### config.mk
export PLATFORM = sky130hd
export DESIGN_NAME = regfile_wb_ctrl
export DESIGN_NICKNAME = d
export VERILOG_FILES = /design/src/rtl/regfile_pkg.sv /design/src/rtl/wb_rr_arb2.sv /design/src/rtl/regfile_wb_ctrl.sv
export SDC_FILE = /design/constraint.sdc
export NUM_CORES = 1
export LEC_CHECK = 0
export CAP_MARGIN = 15
export CORE_MARGIN = 1
export CORE_UTILIZATION = 40
export CTS_CLUSTER_DIAMETER = 120
export DETAILED_ROUTE_END_ITERATION = 6
export GPL_ROUTABILITY_DRIVEN = 1
export HOLD_SLACK_MARGIN = 0.02
export PLACE_DENSITY = 0.72
export SETUP_SLACK_MARGIN = 0.15
export SLEW_MARGIN = 25
export SYNTH_ARGS = -nofsm -noshare
export SYNTH_HDL_FRONTEND = slang
export SYNTH_HIERARCHICAL = 1
export SYNTH_SLANG_ARGS = --single-unit
export TNS_END_PERCENT = 1
### constraint.sdc
create_clock -name clk -period 2.85 [get_ports clk]
set_clock_uncertainty 0.2 [all_clocks]
set_input_delay 0.57 -clock clk [delete_from_list [all_inputs] [get_ports clk]]
set_output_delay 0.57 -clock clk [all_outputs]
set_load 0.1 [all_outputs]
### src/rtl/regfile_pkg.sv
// Shared types and sizes for the register-file write-port controller.
// Latency: none (declarations only).
// Backpressure: none (declarations only).
package regfile_pkg;
  localparam int XLEN = 32;
  localparam int AW   = 5;

  // Which writeback requester owns the write port (or the round-robin pointer).
  typedef enum logic {
    WB_ALU = 1'b0,
    WB_LSU = 1'b1
  } wb_src_e;

  typedef logic [AW-1:0] reg_idx_t;

  // One writeback request as it travels to the write stage register.
  typedef struct packed {
    reg_idx_t        rd;
    logic [XLEN-1:0] data;
  } wb_req_t;
endpackage

### src/rtl/wb_rr_arb2.sv
// Two-way round-robin arbiter (ALU vs LSU) with ready generation and pointer.
// Latency: combinational grant; pointer advances on the edge after a grant.
// Backpressure: a side's ready drops only when the other side is valid and owns the pointer.
module wb_rr_arb2
  import regfile_pkg::*;
(
  input  logic    clk,
  input  logic    rst_n,
  input  logic    alu_valid,
  input  logic    lsu_valid,
  output logic    alu_ready,
  output logic    lsu_ready,
  output logic    alu_gnt,
  output logic    lsu_gnt
);

  wb_src_e rr;

  // Ready never looks at its own valid, so a requester may wait on ready before asserting valid.
  // Both readies are held low while reset is asserted.
  assign alu_ready = rst_n & ~(lsu_valid & (rr == WB_LSU));
  assign lsu_ready = rst_n & ~(alu_valid & (rr == WB_ALU));
  assign alu_gnt   = alu_valid & alu_ready;
  assign lsu_gnt   = lsu_valid & lsu_ready;

  // Point away from whoever was just granted so contention alternates every cycle.
  always_ff @(posedge clk or negedge rst_n) begin
    if (!rst_n) begin
      rr <= WB_ALU;
    end else if (alu_gnt) begin
      rr <= WB_LSU;
    end else if (lsu_gnt) begin
      rr <= WB_ALU;
    end
  end

endmodule

### src/rtl/regfile_wb_ctrl.sv
// Register-file write-port controller: ALU/LSU writeback arbitration plus pending-write scoreboard.
// Latency: grant in cycle N drives rf_we/rf_a3/rf_wd in N+1; busy clears at the end of N+1.
// Backpressure: losing writeback side sees ready=0 for one cycle; issue stalls while rd is busy.
module regfile_wb_ctrl
  import regfile_pkg::*;
#(
  parameter int XLEN = regfile_pkg::XLEN,
  parameter int AW   = regfile_pkg::AW
) (
  input  logic            clk,
  input  logic            rst_n,
  input  logic            iss_valid,
  input  logic [AW-1:0]   iss_rd,
  output logic            iss_ready,
  input  logic [AW-1:0]   rs1_addr,
  input  logic [AW-1:0]   rs2_addr,
  output logic            rs1_busy,
  output logic            rs2_busy,
  input  logic            alu_valid,
  input  logic [AW-1:0]   alu_rd,
  input  logic [XLEN-1:0] alu_data,
  output logic            alu_ready,
  input  logic            lsu_valid,
  input  logic [AW-1:0]   lsu_rd,
  input  logic [XLEN-1:0] lsu_data,
  output logic            lsu_ready,
  output logic            rf_we,
  output logic [AW-1:0]   rf_a3,
  output logic [XLEN-1:0] rf_wd
);

  localparam int NREG = 1 << AW;

  logic [NREG-1:0] busy_q;
  logic [NREG-1:0] busy_d;
  logic            alu_gnt;
  logic            lsu_gnt;
  logic            wr_gnt;
  logic [AW-1:0]   wr_rd;
  logic [XLEN-1:0] wr_data;
  logic            reserve;

  wb_rr_arb2 u_arb (
    .clk       (clk),
    .rst_n     (rst_n),
    .alu_valid (alu_valid),
    .lsu_valid (lsu_valid),
    .alu_ready (alu_ready),
    .lsu_ready (lsu_ready),
    .alu_gnt   (alu_gnt),
    .lsu_gnt   (lsu_gnt)
  );

  // busy_q[0] is never set, so indexing with x0 always reads 0.
  assign iss_ready = rst_n & ~busy_q[iss_rd];
  assign rs1_busy  = busy_q[rs1_addr];
  assign rs2_busy  = busy_q[rs2_addr];
  assign reserve   = iss_valid & iss_ready & (iss_rd != '0);

  // At most one side is granted, so a simple select picks the winning request.
  assign wr_gnt  = alu_gnt | lsu_gnt;
  assign wr_rd   = lsu_gnt ? lsu_rd   : alu_rd;
  assign wr_data = lsu_gnt ? lsu_data : alu_data;

  // Next scoreboard: retire clears first, then a same-edge reservation re-sets it.
  always_comb begin
    busy_d = busy_q;
    if (rf_we) begin
      busy_d[rf_a3] = 1'b0;
    end
    if (reserve) begin
      busy_d[iss_rd] = 1'b1;
    end
    busy_d[0] = 1'b0;
  end

  // Scoreboard and write stage register; reset kills any in-flight write immediately.
  always_ff @(posedge clk or negedge rst_n) begin
    if (!rst_n) begin
      busy_q <= '0;
      rf_we  <= 1'b0;
      rf_a3  <= '0;
      rf_wd  <= '0;
    end else begin
      busy_q <= busy_d;
      rf_we  <= wr_gnt & (wr_rd != '0);
      if (wr_gnt) begin
        rf_a3 <= wr_rd;
        rf_wd <= wr_data;
      end
    end
  end

endmodule

# Word level (Yosys, flattened, before mapping)
# Cells that the tools add are included.
[totals]
regBits = 70
input_bits = 94
out_inout_bits = 43
elab_cells = 50
[op_classes]
order_cmp = 6
muxes = 16
n_bitwise = 18
n_reduce_logical = 5
[op_table]
columns = ["operator", "count"]
rows = [
  ["$mux 32", 3],
  ["$and 32x32->32", 1],
  ["$not 32->32", 1],
  ["$or 32x32->32", 1],
  ["$lt 5x6->1 const B", 4],
  ["$bmux 1 s5", 3],
  ["$and 1x1->1", 10],
  ["$demux 1 s5", 2],
  ["$ge 5x1->1 const B", 2],
  ["$reduce_bool 5->1", 2],
  ["$mux 1", 7],
  ["$mux 5", 1],
  ["$not 1->1", 4],
  ["$logic_and 1x1->1", 2],
  ["$reduce_bool 2->1", 1],
  ["$or 1x1->1", 1],
]

# Logic depth before layout (Yosys ltp)
# Gate-level depths: netlist of run 1.
[logic_depth]
ltp_word = 9
depth_mapped = 8

# Hierarchy
# The synthesis of run 1 kept the hierarchy.
[by_module_without_submodules]
columns = ["module", "n_inst", "cells_per_inst", "area_per_inst_um2"]
rows = [
  ["regfile_wb_ctrl", 1, 385, 4007.6],
  ["wb_rr_arb2", 1, 8, 75.1],
]

# Worst setup path after synthesis of run 1
# No wires, ideal clock.
[synth_timing]
path_kind = "input port to output port"
from = "input port iss_rd[1]"
to = "output port iss_ready"
t_arrival_ns = 4.794
slack_ns = -2.714
stages = 7
path_buffers = 2
cell_sequence = "buf_2 mux2_2 o311ai_0 a31oi_1 o21a_1 buf_2 nor4b_1"
[synth_between]
elab_chain_cells = 4
[synth_lines]
columns = ["item", "line", "rtl"]
rows = [
  ["start, declared", "regfile_wb_ctrl.sv:13", "input logic [AW-1:0] iss_rd,"],
  ["$bmux 1 s5", "regfile_wb_ctrl.sv:55", "assign iss_ready = rst_n & ~busy_q[iss_rd];"],
  ["$mux 1 (implied by the code)", "regfile_wb_ctrl.sv:55", ""],
  ["$not 1->1", "regfile_wb_ctrl.sv:55", ""],
  ["$and 1x1->1", "regfile_wb_ctrl.sv:55", ""],
  ["end, declared", "regfile_wb_ctrl.sv:14", "output logic iss_ready,"],
]
# Every way passes these cells. The select of a mux whose other input is x is not followed.

# Worst setup path after layout of run 1
[layout_timing]
from = "input port iss_rd[2]"
to = "output port iss_ready"
# Same word-level chain as after synthesis.

==> results of run 1 <==
==> registers in the layout, indices dropped and copies added, names as in the netlist <==
| register | count |
|---|---|
| rf_wd | 32 |
| rf_a3 | 5 |
| busy_q | 31 |
| u_arb/rr | 1 |
| rf_we | 1 |
==> Yosys cell counts (all sizes together) <==
master  count
a211oi      4
a21boi      1
a21oi       8
a221oi      2
a22o        1
a31oi       6
and2        2
and3        1
buf        16
clkbuf     18
dfrtp      70
inv         7
mux2        6
mux2i      46
mux4       16
nand2      41
nand2b      4
nand3       6
nand3b      9
nor2        7
nor2b       2
nor3b       2
nor4        1
nor4b       1
o21a        2
o21ai      67
o22a        1
o22ai       2
o311ai      2
o31ai      21
o41ai      11
or3         3
or3b        6
or4         1
==> area by class of cell <==
type / instances / area [µm²] / area share (%)
tap: 133 / 166 / 2.77
inverter: 7 / 26.3 / 0.438
sequential: 70 / 1750 / 29.2
clock buffer: 15 / 186 / 3.10
timing repair buffer: 180 / 1660 / 27.6
multi-input combinational: 282 / 2220 / 36.9
==> worst max-delay path: stages <==
cell and delay [ns]:
dlygate4sd2_1 0.30, or3_1 0.45, o31ai_1 0.44, a21oi_4 0.06
o311ai_4 0.10, nor4b_4 0.10, buf_12 0.18
==> metrics by stage <==
step | std cells | instance area [µm²] | utilization (%) | power [mW] | setup slack, ns
after floorplan | 393 | 4110 | - | 3.28 | -0.645
after global placement | 665 | 5700 | 58.1 | 4.00 | -0.480
after detailed placement | 665 | 5700 | 58.1 | 4.05 | -0.492
after CTS | 687 | 5980 | 60.9 | 4.91 | -0.110
after global routing | 687 | 6010 | 61.2 | 5.14 | -0.137
final | 687 | 6010 | 61.2 | 4.91 | -0.125
==> metal layers <==
layer	wire length, µm	global-route usage [%]	vias up
met1	5100	30.7	1898
met5	0	0	-
met3	1310	8.27	35
met2	6250	42.4	215
li1	-	-	1797
met4	472	13.9	0
==> worst paths after layout <==
path / slack [ns] / endpoint / start
worst min register to register: 0.35 / u_arb/rr / u_arb/rr
worst min-delay path: 0.14 / busy_q[3] / rst_n
worst max register to register: 0.65 / busy_q[31] / busy_q[15]
min in group clk: 0.35 / u_arb/rr / u_arb/rr
worst max-delay path: -0.12 / iss_ready / iss_rd[2]
max in group asynchronous: 1.89 / busy_q[21] / rst_n
==> power by group through the flow <==
stage / clock, mW / sequential [mW] / combinational, mW
after CTS: 0.792 / 1.68 / 2.43
after detailed placement: 0 / 1.71 / 2.34
after global placement: 0 / 1.70 / 2.30
final: 0.775 / 1.69 / 2.44
after global routing: 0.829 / 1.73 / 2.58
after floorplan: 0 / 2.34 / 0.944
==> repair_timing <==
action                                  in CTS  in global routing
endpoints found under the setup margin       3                 33
hold buffers                                 1                  0
gates resized for setup                     39                  7
endpoints found under the hold margin       25                  0
pin swaps                                    9                  3
buffers inserted                             6                  0
==> logic make-up after synthesis <==
group	count (synthesis)	share of synthesized area, %
simple gates	86	10.9
buf+inv	41	4.60
mux	68	21.8
compound gates	128	19.8
flops	70	42.9
==> flow_metrics.tcl, run 1 <==
set metrics [dict create \
    violations "negative setup slack" \
    swShare_pct 46.5 \
    ys_ff_latch 70 \
    intPower_mw 2.63 \
    whs_ns 0.142 \
    yosysSeqAreaShare_pct 42.9 \
    synth_area_um2 4080 \
    fmax_mhz 336 \
    nNetsFinal 644 \
    synth_fp_nets 487 \
    post_drt_via_cell_ratio 5.74 \
    switching_power_mw 2.29 \
    status "finished, violations left" \
    crit_arrival_ns 2.20 \
    cts_sinks 70 \
    gr-usage-all-layers_pct 26.0 \
    r2r_cells 5 \
    drt-total-wl_mm 13.1 \
    layout_min_cycle_time_ns 2.97 \
    final_common_cell "clkdlybuf4s50_1" \
    die-area_um2 10600 \
    die_h_um 103 \
    worst_pin_slew_ns 0.624 \
    cts.reportedPaths.clkPinSlew_ns 0.07 \
    finalHoldViolCount 0 \
    ant_nets 0 \
    grt-ovfl-total 0 \
    drive_gt1_share_pct 26.9 \
    cp.required_ns 2.08 \
    first_iter_violations 253 \
    numCtsBuffers 9 \
    synth.distinct_cells 40 \
    cts_root_buf "clkbuf_8" \
    core_um2 9820 \
    post_drt_wl_per_cell_um 19.1 \
    timing.final.crit_share_pct 104 \
    port_buffers 136 \
    io_pins 137 \
    fin_setup_tns_ns -0.125 \
    start_util_pct 41.6 \
    antenna_cells 0 \
    rows 36 \
    drc 0 \
    maxSlewHeadroom_pct 58.4 \
    cap_violations 0 \
    vdd_drop_max_mv 0.841 \
    vias 3945 \
    firstDrtPassIters 5 \
    mostFrequentLayoutCells "81 x clkdlybuf4s50_1, 78 x buf_4, 70 x dfrtp_1" \
    drv_slew 0 \
    antenna_found_initial 0 \
    synth_top_cell_by_area "dfrtp_1" \
    dp_hpwl_mm 9.77 \
    critPathKind "input port to output port" \
    ys_warn_count 6 \
    gp_congestion 0.902 \
    seqPwrFrac_pct 34.5 \
    cp_max_fo 5 \
    clk_latency_ns 0.36 \
    p_per_area_nw_per_um2 818 \
    hold_class "input port to async pin" \
    cp-end-kind "output port" \
    setup_viol 2 \
    clk_path_buf_depth 2 \
    cts_max_level 3 \
    p_clk_share_pct 15.8 \
    synthToLayoutAreaGrowth_pct 47.1 \
    p_comb_share_pct 49.8 \
    worstSetupStartpointType "input port" \
    power.leakage_nw 2.39 \
    yosys-top-cells-area "dfrtp_1 43%, mux2i_1 11%, mux4_2 8.8%" \
    setup_ws_ns -0.125 \
    cts_tree "done" \
    grt_max_degree 76 \
    netlist_instances 393 \
    first_global_vias 3994 \
    rsz0062_at_grt "yes" \
    yosysTopAreaCellShare_pct 42.9 \
    nFillCells 848 \
    grt_pass1_wl_mm 20.5 \
    syn_avg_cell_area_um2 10.4 \
    die_w_um 103 \
]
Note: power is estimated with default switching activity, not from simulation.
==> run 2: changes to the inputs <==
--- a/config.mk
+++ b/config.mk
@@ -14,6 +14,7 @@
 export HOLD_SLACK_MARGIN = 0.02
 export PLACE_DENSITY = 0.72
 export SETUP_SLACK_MARGIN = 0.15
+export SKIP_CTS_REPAIR_TIMING = 1
 export SLEW_MARGIN = 25
 export SYNTH_ARGS = -nofsm -noshare
 export SYNTH_HDL_FRONTEND = slang
==> run 2 against run 1 <==
Register-to-register slack got worse by 0.03 ns; global-route usage decreased by 0.50 points; the flow still finishes with violations (negative setup slack); via count decreased by 0.20%; sequential share of layout area decreased by 0.15 points; sequential cell count unchanged; cell count increased by 0.58%; sequential power about the same; critical endpoint unchanged; highest routed layer unchanged.
==> flow_metrics.tcl, run 2 (synthesis gave the netlist of run 1 again) <==
set metrics [dict create \
    final_common_cell "clkdlybuf4s50_1" \
    synthToLayoutAreaGrowth_pct 47.8 \
    p_comb_share_pct 49.4 \
    dp_hpwl_mm 9.77 \
    cp_max_fo 5 \
    largest_reg_flops 32 \
    setup_ws_ns -0.0397 \
    crit_family "multiplexers" \
    gp_congestion 0.902 \
    place_ws_ns -0.492 \
    p_total_mw 4.90 \
    die_w_um 103 \
    firstDrtPassIters 5 \
    layout_min_cycle_time_ns 2.89 \
    cp.required_ns 2.08 \
    die_h_um 103 \
    vias 3937 \
    grt-ovfl-total 0 \
    status "finished, violations left" \
    cts_tree "done" \
    clk_path_buf_depth 2 \
    regMostFlops "rf_wd" \
    cts.reportedPaths.clkPinSlew_ns 0.07 \
    nFillCells 837 \
    numCtsBuffers 9 \
    mostFrequentLayoutCells "82 x clkdlybuf4s50_1, 79 x buf_4, 70 x dfrtp_1" \
    port_buffers 136 \
    critPathKind "input port to output port" \
    cts_sinks 70 \
    path_cells "buf_2 -> buf_6 -> mux4_2 -> nor3b_1 -> a21oi_1 -> nor4b_4 -> buf_12" \
    nNetsFinal 648 \
    antenna_cells 0 \
    cap_violations 0 \
    r2r-start "busy_q[15]" \
    finalHoldViolCount 0 \
    final-seq-area_um2 1750 \
    switching_power_mw 2.28 \
    worstSetupStartpointType "input port" \
    fmax_mhz 346 \
    die-area_um2 10600 \
    violations "negative setup slack" \
    maxSlewHeadroom_pct 58.4 \
    post_drt_wl_per_cell_um 18.7 \
    power.leakage_nw 2.42 \
    drc 0 \
    cp-end-kind "output port" \
    grt_pass1_wl_mm 20.1 \
    start_util_pct 41.6 \
    final_area_um2 6040 \
    drt-total-wl_mm 13.0 \
    hold_class "input port to async pin" \
    swShare_pct 46.5 \
    io_pins 137 \
    largestRegisters "rf_wd: 32 flops, busy_q: 31 flops, rf_a3: 5 flops" \
    placed_cell_area_um2 5700 \
    seqPwrFrac_pct 34.9 \
    first_global_vias 3934 \
    r2r_cells 5 \
    p_per_area_nw_per_um2 811 \
    r2r_setup_slack_ns 0.62 \
    rows 36 \
    p_clk_share_pct 15.8 \
    core_um2 9820 \
    post_drt_via_cell_ratio 5.70 \
    cts_max_level 3 \
    cts_root_buf "clkbuf_8" \
    worst_pin_slew_ns 0.623 \
    slowest_delay_ns 0.51 \
    path_buf_inv 3 \
    crit_arrival_ns 2.12 \
    slowest_stage "mux4_2" \
    intPower_mw 2.62 \
    setup_viol 1 \
    rsz0062_at_grt "yes" \
    antenna_found_initial 0 \
    drive_gt1_share_pct 26.9 \
    gr-usage-all-layers_pct 25.5 \
    r2r_end "busy_q[31]" \
    grt_max_degree 76 \
    multi_input_area_um2 2210 \
    clk_latency_ns 0.36 \
    timing.final.crit_share_pct 101 \
    ant_nets 0 \
    vdd_drop_max_mv 0.841 \
    first_iter_violations 208 \
    drv_slew 0 \
]
[run 2: cell count changes in the layout (fill, tap and decap cells not counted), sizes merged]
cell	previous run	this run
clkdlybuf4s50	81	82
clkbuf	16	19
clkdlybuf4s15	3	0
dlygate4sd3	0	4
dlymetal6s4s	1	0
dlygate4sd2	5	0
dlymetal6s2s	0	5
[run 2: metal layers]
layer  up-vias  wire length (µm)  global-route usage [%]
li1       1804                 -                       -
met2       212              6150                    41.1
met5         -                 0                       0
met4         0               460                    14.3
met3        36              1320                    8.07
met1      1885              5030                    30.2
[run 2: worst max path at each step]
stage / from / endpoint / slack, ns / depth (start not counted)
floorplan: iss_rd[0] / iss_ready / -0.65 / 6
global placement: iss_rd[0] / iss_ready / -0.48 / 7
detailed placement: iss_rd[0] / iss_ready / -0.49 / 7
CTS: iss_rd[0] / iss_ready / -0.51 / 7
global route: iss_rd[0] / iss_ready / -0.11 / 7
finish: iss_rd[0] / iss_ready / -0.04 / 7
[run 2: metrics by stage]
| stage | TNS (ns) | util, % | hold WS, ns | instances |
|---|---|---|---|---|
| finish | -0.0397 | 61.5 | 0.154 | 691 |
| global route | -0.158 | 61.5 | 0.216 | 691 |
| CTS | -1.41 | 60.0 | -0.0205 | 680 |
| detailed placement | -4.52 | 58.1 | 0.329 | 665 |
| global placement | -3.42 | 58.1 | 0.307 | 665 |
| floorplan | -5.17 | - | 0.0744 | 393 |
[run 2: layout make-up]
class	count	area share, %
Multi-Input combinational cell	282	36.7
Clock buffer	15	3.09
Sequential cell	70	29.0
Timing Repair Buffer	184	28.0
Inverter	7	0.435
Tap cell	133	2.76
[run 2: power groups by stage]
stage               Combinational [mW]  Sequential, mW  Clock, mW
global route                      2.55            1.75      0.829
global placement                  2.30            1.70          0
floorplan                        0.944            2.34          0
detailed placement                2.34            1.71          0
finish                            2.42            1.71      0.772
CTS                               2.34            1.70      0.792
==> run 3: changes to the inputs <==
--- a/config.mk
+++ b/config.mk
@@ -6,6 +6,7 @@
 export NUM_CORES = 1
 export LEC_CHECK = 0
 export CAP_MARGIN = 15
+export CORE_ASPECT_RATIO = 1.2
 export CORE_MARGIN = 1
 export CORE_UTILIZATION = 40
 export CTS_CLUSTER_DIAMETER = 120
==> run 3 against run 2 <==
The flow now finishes without violations; cell count down 1.6%; wire length decreased by 0.32%; sequential cell count stayed put; utilization is 0.57 points higher.
==> flow_metrics.tcl, run 3 (synthesis gave the netlist of run 1 again) <==
set metrics [dict create \
    rsz0062_at_grt "yes" \
    maxSlewHeadroom_pct 57.3 \
    antenna_cells 0 \
    gr-usage-all-layers_pct 25.6 \
    io_pins 137 \
    path_buf_inv 4 \
    status "finished, final reports clean" \
    cts_tree "done" \
    die_h_um 113 \
    synthToLayoutAreaGrowth_pct 51.3 \
    fmax_mhz 352 \
    grt_pass1_wl_mm 20.7 \
    core_um2 9960 \
    path_cells "buf_6 -> buf_8 -> buf_12 -> mux4_2 -> mux2i_1 -> nor2_1 -> a31oi_1 -> a21oi_2 -> buf_12" \
    start_util_pct 41.0 \
    drc 0 \
    timing.final.crit_share_pct 99.7 \
    cp_max_fo 6 \
    regMostFlops "rf_wd" \
    placed_cell_area_um2 5730 \
    slowest_delay_ns 0.50 \
    drv_slew 0 \
    crit_path_frequent_cell "buf_12" \
    worst_pin_slew_ns 0.641 \
    worstSetupStartpointType "input port" \
    hold_class "input port to async pin" \
    vias 3961 \
    largest_reg_flops 32 \
    grt-ovfl-total 0 \
    post_drt_wl_per_cell_um 19.0 \
    whs_ns 0.0575 \
    crit_arrival_ns 2.07 \
    first_iter_violations 279 \
    grt_max_degree 76 \
    largestRegisters "rf_wd: 32 flops, busy_q: 31 flops, rf_a3: 5 flops" \
    mostFrequentLayoutCells "81 x clkdlybuf4s50_1, 75 x buf_4, 69 x dfrtp_1" \
    setup_viol 0 \
    final_common_cell "clkdlybuf4s50_1" \
    dp_hpwl_mm 9.74 \
    slowest_stage "mux4_2" \
    die_w_um 94.2 \
    setup_ws_ns 0.00854 \
    cts.reportedPaths.clkPinSlew_ns 0.05 \
    first_global_vias 3934 \
    cts_max_level 3 \
    r2r-start "busy_q[15]" \
    cts_sinks 70 \
    cp.required_ns 2.08 \
    port_buffers 136 \
    place_ws_ns -0.527 \
    vdd_drop_max_mv 0.592 \
    post_drt_via_cell_ratio 5.83 \
    clk_path_buf_depth 2 \
    firstDrtPassIters 6 \
    rows 40 \
    crit_family "multiplexers" \
    r2r_setup_slack_ns 0.61 \
    critPathKind "input port to output port" \
    die-area_um2 10600 \
    final_area_um2 6180 \
    layout_min_cycle_time_ns 2.84 \
    drt-total-wl_mm 12.9 \
    numCtsBuffers 9 \
    final_cells 680 \
    antenna_found_initial 0 \
    ant_nets 0 \
    cp-end-kind "output port" \
    drive_gt1_share_pct 27.3 \
    r2r_end "busy_q[29]" \
    r2r_cells 5 \
    power.leakage_nw 2.49 \
    placed_cells 658 \
    cap_violations 0 \
    p_per_area_nw_per_um2 844 \
    finalHoldViolCount 0 \
    nNetsFinal 645 \
    gp_congestion 0.949 \
    cts_root_buf "clkbuf_16" \
    clk_latency_ns 0.33 \
]
==> run 3: cell count changes in the layout (fill, tap and decap cells not counted), moves of 2 or more <==
cell	change
clkbuf_8	-13
dlygate4sd3_1	-3
buf_12	+3
clkbuf_16	+9
buf_4	-4
buf_6	+2
clkbuf_4	-2
dlymetal6s2s_1	+2
==> run 3: area by class of cell <==
type | instances | area [µm²]
Timing Repair Buffer | 181 | 1720
Fill cell | 810 | 3780
Clock buffer | 12 | 236
Clock inverter | 2 | 35.0
Multi-Input combinational cell | 282 | 2250
Sequential cell | 70 | 1750
Tap cell | 126 | 158
Inverter | 7 | 26.3
==> run 3: stage by stage <==
stage / TNS [ns] / power [mW] / utilization [%]
2_1_floorplan: -5.17 / 3.28 / -
3_3_place_gp: -3.75 / 4.02 / 57.6
3_5_place_dp: -4.79 / 4.08 / 57.6
4_1_cts: -1.46 / 5.14 / 60.3
5_1_grt: -0.106 / 5.45 / 62.0
6_report: 0 / 5.22 / 62.0
==> run 3: worst max-delay path by stage <==
stage	cells after the start	slack, ns	end	startpoint
global route	9	-0.06	rs2_busy	rs2_addr[0]
global placement	6	-0.51	iss_ready	iss_rd[0]
finish	9	0.009	rs2_busy	rs2_addr[0]
floorplan	6	-0.65	iss_ready	iss_rd[0]
detailed placement	6	-0.53	iss_ready	iss_rd[0]
CTS	6	-0.54	iss_ready	iss_rd[0]
==> run 3: where the power goes <==
| group | leakage, nW | internal (mW) | switching (mW) |
|---|---|---|---|
| clock network | 0.132 | 0.666 | 0.379 |
| registers | 0.806 | 1.32 | 0.409 |
| logic | 1.55 | 0.904 | 1.54 |
==> run 3: worst register-to-register path: stages, from the launching register on <==
cell	delay, ns
dfrtp_1	0.40
mux4_2	0.49
a21oi_2	0.19
o311ai_4	0.13
buf_4	0.26
o41ai_1	0.43
==> run 3: routing by layer <==
metal / track usage, % / wire [µm] / vias up
li1: - / - / 1802
met1: 30.5 / 4870 / 1905
met2: 42.4 / 6400 / 221
met3: 8.88 / 1290 / 33
met4: 9.44 / 353 / 0
met5: 0 / 0 / -
